`src/rtl/hold_study_bd.sv`:
```
// Hold-time study harness: registers din into the flop under study and timestamps
// din rise (capture) and fall edges to report the margin between them.
module hold_study_bd #(
  parameter int TW = 32,
  parameter int CW = 16
) (
  input  logic            clk,
  input  logic            rst,
  input  logic            din,
  input  logic [CW-1:0]   capa_charge_val,
  input  logic [CW-1:0]   tt_val_clk,
  input  logic [CW-1:0]   tt_val_d,
  input  logic            fin_test,
  output logic            dout,
  output logic [TW-1:0]   clk_rise_time,
  output logic [TW-1:0]   d_fall_time,
  output logic [TW-1:0]   hold_margin,
  output logic            meas_valid,
  output logic [15:0]     meas_count,
  output logic [TW-1:0]   min_margin,
  output logic [3*CW-1:0] cfg_snap,
  output logic            done
);

  logic [TW-1:0] ts;
  logic          din_d;
  logic          armed;
  logic          capture;
  logic          fall;
  logic          measure;
  logic [TW-1:0] margin_new;

  // done is registered, so a fall in the cycle fin_test first rises still measures
  always_comb begin
    capture    = !done && !din_d && din;
    fall       = !done && din_d && !din;
    measure    = fall && armed;
    margin_new = ts - clk_rise_time;
  end

  always_ff @(posedge clk) begin
    if (rst) begin
      ts            <= '0;
      dout          <= 1'b0;
      din_d         <= 1'b0;
      clk_rise_time <= '0;
      d_fall_time   <= '0;
      hold_margin   <= '0;
      meas_valid    <= 1'b0;
      meas_count    <= '0;
      min_margin    <= '1;
      cfg_snap      <= '0;
      armed         <= 1'b0;
      done          <= 1'b0;
    end else begin
      ts         <= ts + TW'(1);
      dout       <= din;
      din_d      <= din;
      meas_valid <= measure;
      if (capture) begin
        clk_rise_time <= ts;
        cfg_snap      <= {capa_charge_val, tt_val_clk, tt_val_d};
        armed         <= 1'b1;
      end
      if (fall) begin
        d_fall_time <= ts;
      end
      if (measure) begin
        hold_margin <= margin_new;
        armed       <= 1'b0;
        if (meas_count != 16'hFFFF) begin
          meas_count <= meas_count + 16'd1;
        end
        if (margin_new < min_margin) begin
          min_margin <= margin_new;
        end
      end
      if (fin_test) begin
        done <= 1'b1;
      end
    end
  end

endmodule

```
`config.mk`:
```
export PLATFORM = sky130hd
export DESIGN_NAME = hold_study_bd
export DESIGN_NICKNAME = d
export VERILOG_FILES = /design/src/rtl/hold_study_bd.sv
export SDC_FILE = /design/constraint.sdc
export NUM_CORES = 1
export LEC_CHECK = 0
export BUFFER_PORTS_ARGS = -buffer_cell sky130_fd_sc_hd__buf_4
export CORE_ASPECT_RATIO = 0.8
export CORE_MARGIN = 2
export CORE_UTILIZATION = 35
export CTS_CLUSTER_DIAMETER = 30
export DETAILED_ROUTE_END_ITERATION = 6
export SYNTH_ARGS = -nofsm -noshare
export SYNTH_HDL_FRONTEND = slang
export SYNTH_SLANG_ARGS = --single-unit
```
`constraint.sdc`:
```
create_clock -name clk -period 4.3 [get_ports clk]
set_input_delay 0.86 -clock clk [delete_from_list [all_inputs] [get_ports clk]]
set_output_delay 0.86 -clock clk [all_outputs]
set_load 0.01 [all_outputs]
```
==> impl_metrics.yaml <==
floorplan:
  coreArea_mm2: 0.0305
  die_area_mm2: 0.0324
  die_w_um: 201
  ios: 247
  die-height_um: 161
  start_util: 0.356
  rows: 57
synth:
  netlist_instances: 1359
  synth-seq-cells: 228
  ys_seq_area_frac: 0.421
  syn_area_per_cell_um2: 7.98
  ys_warn_count: 0
  synthArstFlopShare: 0
  synth.top_cell.area_share: 0.421
  synth_area_mm2: 0.0108
  synth_edf_count: 0
  synth_ff_type: "dfxtp_1"
  synth_area_leaders: "dfxtp_1 42%, nand2_1 12%, a21oi_1 8.4%, ha_1 7.4%, xor2_1 3.2%"
  syn_nets: 1476
  synthDistinctLibCells: 62
  synth_top_cell_by_area: "dfxtp_1"
drt:
  drc: 0
  dr.pass1.iters: 5
  vias: 10263
  drt_iter0_markers: 539
  wl_per_cell_um: 15.9
  viasPerCell: 4.84
  ant_nets: 0
  drt_wl_total_um: 33700
min_path:
  hold_path.class: "register to register"
  whs_path_depth: 2
  hold_start: "cfg_snap[45]"
flow_run:
  maxCapViolations: 0
sta:
  drv_slew: 0
  max_freq_ghz: 0.241
  setup_viol: 0
  relSlewSlack: 0.496
  setup-tns-final_ns: 0
  finalCritPeriodShare: 0.965
  final.min_clock_period_ns: 4.15
  clock_skew_ns: 0.0210
  worst_pin_slew_ns: 0.757
  hold_viol_final: 0
critical_path:
  worst-r2r-cell-count: 19
  timing.critical_path.from: "clk_rise_time[9]"
  critPathMaxFanout: 6
  cp-end-kind: "register"
  critPathKind: "register to register"
  rrSetupSlack_ns: 0.15
  crit_end: "min_margin[10]"
  required_ns: 4.72
  start_kind: "register"
  r2r_end: "min_margin[10]"
  crit_arrival_ns: 4.56
  r2r-start: "clk_rise_time[9]"
placed_design:
  placed_cell_area_mm2: 0.0134
  place.port_buffers: 246
  place_hpwl_um: 24300
  place_congestion: 0.838
clocking:
  postCtsHoldBufs: 0
  ctsRootBufferMaster: "clkbuf_16"
  insertion_delay_ns: 0.56
  clock_sinks: 228
  cts_inserted_buffers: 51
  clock_path_buffers: 3
  clk_pin_slew_ns: 0.05
  cts_tree: "yes"
  htreeDepth: 2
grt:
  track_usage: 0.199
  grt_start_max_net_pins: 67
  first_global_vias: 9536
  antenna_found_initial: 0
  grt_pass1_wl_um: 52200
  grt_overflow: 0
finish:
  layout_commonest_cell: "nand2_1"
  syn_to_final_growth_pct: 44.0
  stdcell_area_mm2: 0.0156
  antenna_cells: 0
  drive_above_1_share: 0.273
  final_nets: 1786
  most-common-layout-cells: "337 x nand2_1, 315 x buf_4, 223 x dfxtp_1, 177 x a21oi_1, 83 x inv_1"
power:
  p_leak_nw: 7.19
  cellPowerDensity_mw_per_mm2: 439
  vdd_drop_max_v: 0.000277
status:
  status: "finished clean"
==> cell usage after synthesis (5+ instances only) <==
library cell / n
xor2_1: 39
nor2_1: 81
nand2_1: 339
xnor2_1: 24
o21ai_1: 8
nand2b_1: 6
o21ai_0: 27
a21oi_1: 183
mux2i_1: 22
a211oi_1: 6
and3_1: 8
o21a_1: 9
clkbuf_1: 53
inv_1: 84
o211ai_1: 9
dfxtp_1: 228
ha_1: 64
nand3_1: 25
nand4_1: 19
or3_1: 11
a21o_1: 22
a31oi_1: 5
and2_1: 8
nor3_1: 10
==> cell type report <==
class,instances,area (um^2)
fillers,2977,14800
multi-input cells,982,5870
flip-flops and latches,228,4570
repair buffers,322,2490
clock buffers,61,1390
well taps,413,517
clock inverters,32,459
inverters,84,315
==> flip-flops by register name, indices dropped and copies added, names as in the netlist <==
register and flops:
cfg_snap 48, clk_rise_time 32, d_fall_time 32, hold_margin 32
min_margin 32, ts 32, meas_count 16, armed 1
din_d 1, done 1, meas_valid 1
==> worst min path at each step <==
stage,to
6_report,cfg_snap[45]
3_5_place_dp,cfg_snap[3]
5_1_grt,cfg_snap[24]
2_1_floorplan,ts[0]
4_1_cts,cfg_snap[3]
3_3_place_gp,cfg_snap[24]
==> cell families (layout without fill, tap and decap cells) <==
logic type	count (synthesis)	count (layout)	share of synthesized area
DFF	228	228	0.421
and+or+nand+nor	526	526	0.204
muxes	22	22	0.0203
AOI/OAI and AO/OA	305	305	0.169
xor gates and xnor gates	64	64	0.0524
adders and majority gates	65	65	0.0757
buffers and inverters	149	499	0.0572
==> report_power, final <==
group | switching [mW] | internal [mW] | total, mW
Combinational | 0.333 | 0.255 | 0.589
Clock | 1.25 | 2.84 | 4.09
Sequential | 0.0242 | 2.16 | 2.18
Total | 1.61 | 5.25 | 6.86
==> critical path, stage by stage (launching register included) <==
cell       delay, ns
dfxtp_1         0.35
inv_1           0.05
ha_1            0.32
a21oi_2         0.21
o21ai_1         0.13
a211oi_2        0.15
buf_4           0.16
a211oi_4        0.07
o21a_1          0.19
o32a_1          0.37
xnor2_2         0.21
inv_1           0.06
ha_1            0.28
and4_1          0.19
nand2_1         0.06
o31a_1          0.33
o21ai_4         0.37
clkbuf_16       0.25
mux2i_1         0.18
nand2_1         0.07
==> metal layers <==
layer,global-route usage,vias to the layer above,wire [um]
met5,0,-,0
met4,0.0643,0,721
met3,0.0488,54,2090
met2,0.274,293,13700
met1,0.298,4718,17200
li1,-,5198,-
==> repair_timing <==
action	4_1_cts	5_1_grt
endpoints found under the setup margin	24	32
setup buffers	0	9
pin swaps	1	23
resized for setup	0	43
gates cloned	0	5
==> metrics by stage <==
step	cells	setup WS [ns]	utilization	power [mW]	hold WS (ns)
finish	2122	0.152	0.513	6.86	0.453
global placement	2015	0.0943	0.440	2.75	0.442
global route	2122	-0.0390	0.513	7.12	0.471
CTS	2108	0.0606	0.500	6.89	0.453
floorplan	1359	0.158	-	2.53	0.464
detailed placement	2015	-0.0215	0.440	2.76	0.447
No activity file was read; power rests on OpenSTA's default activity.
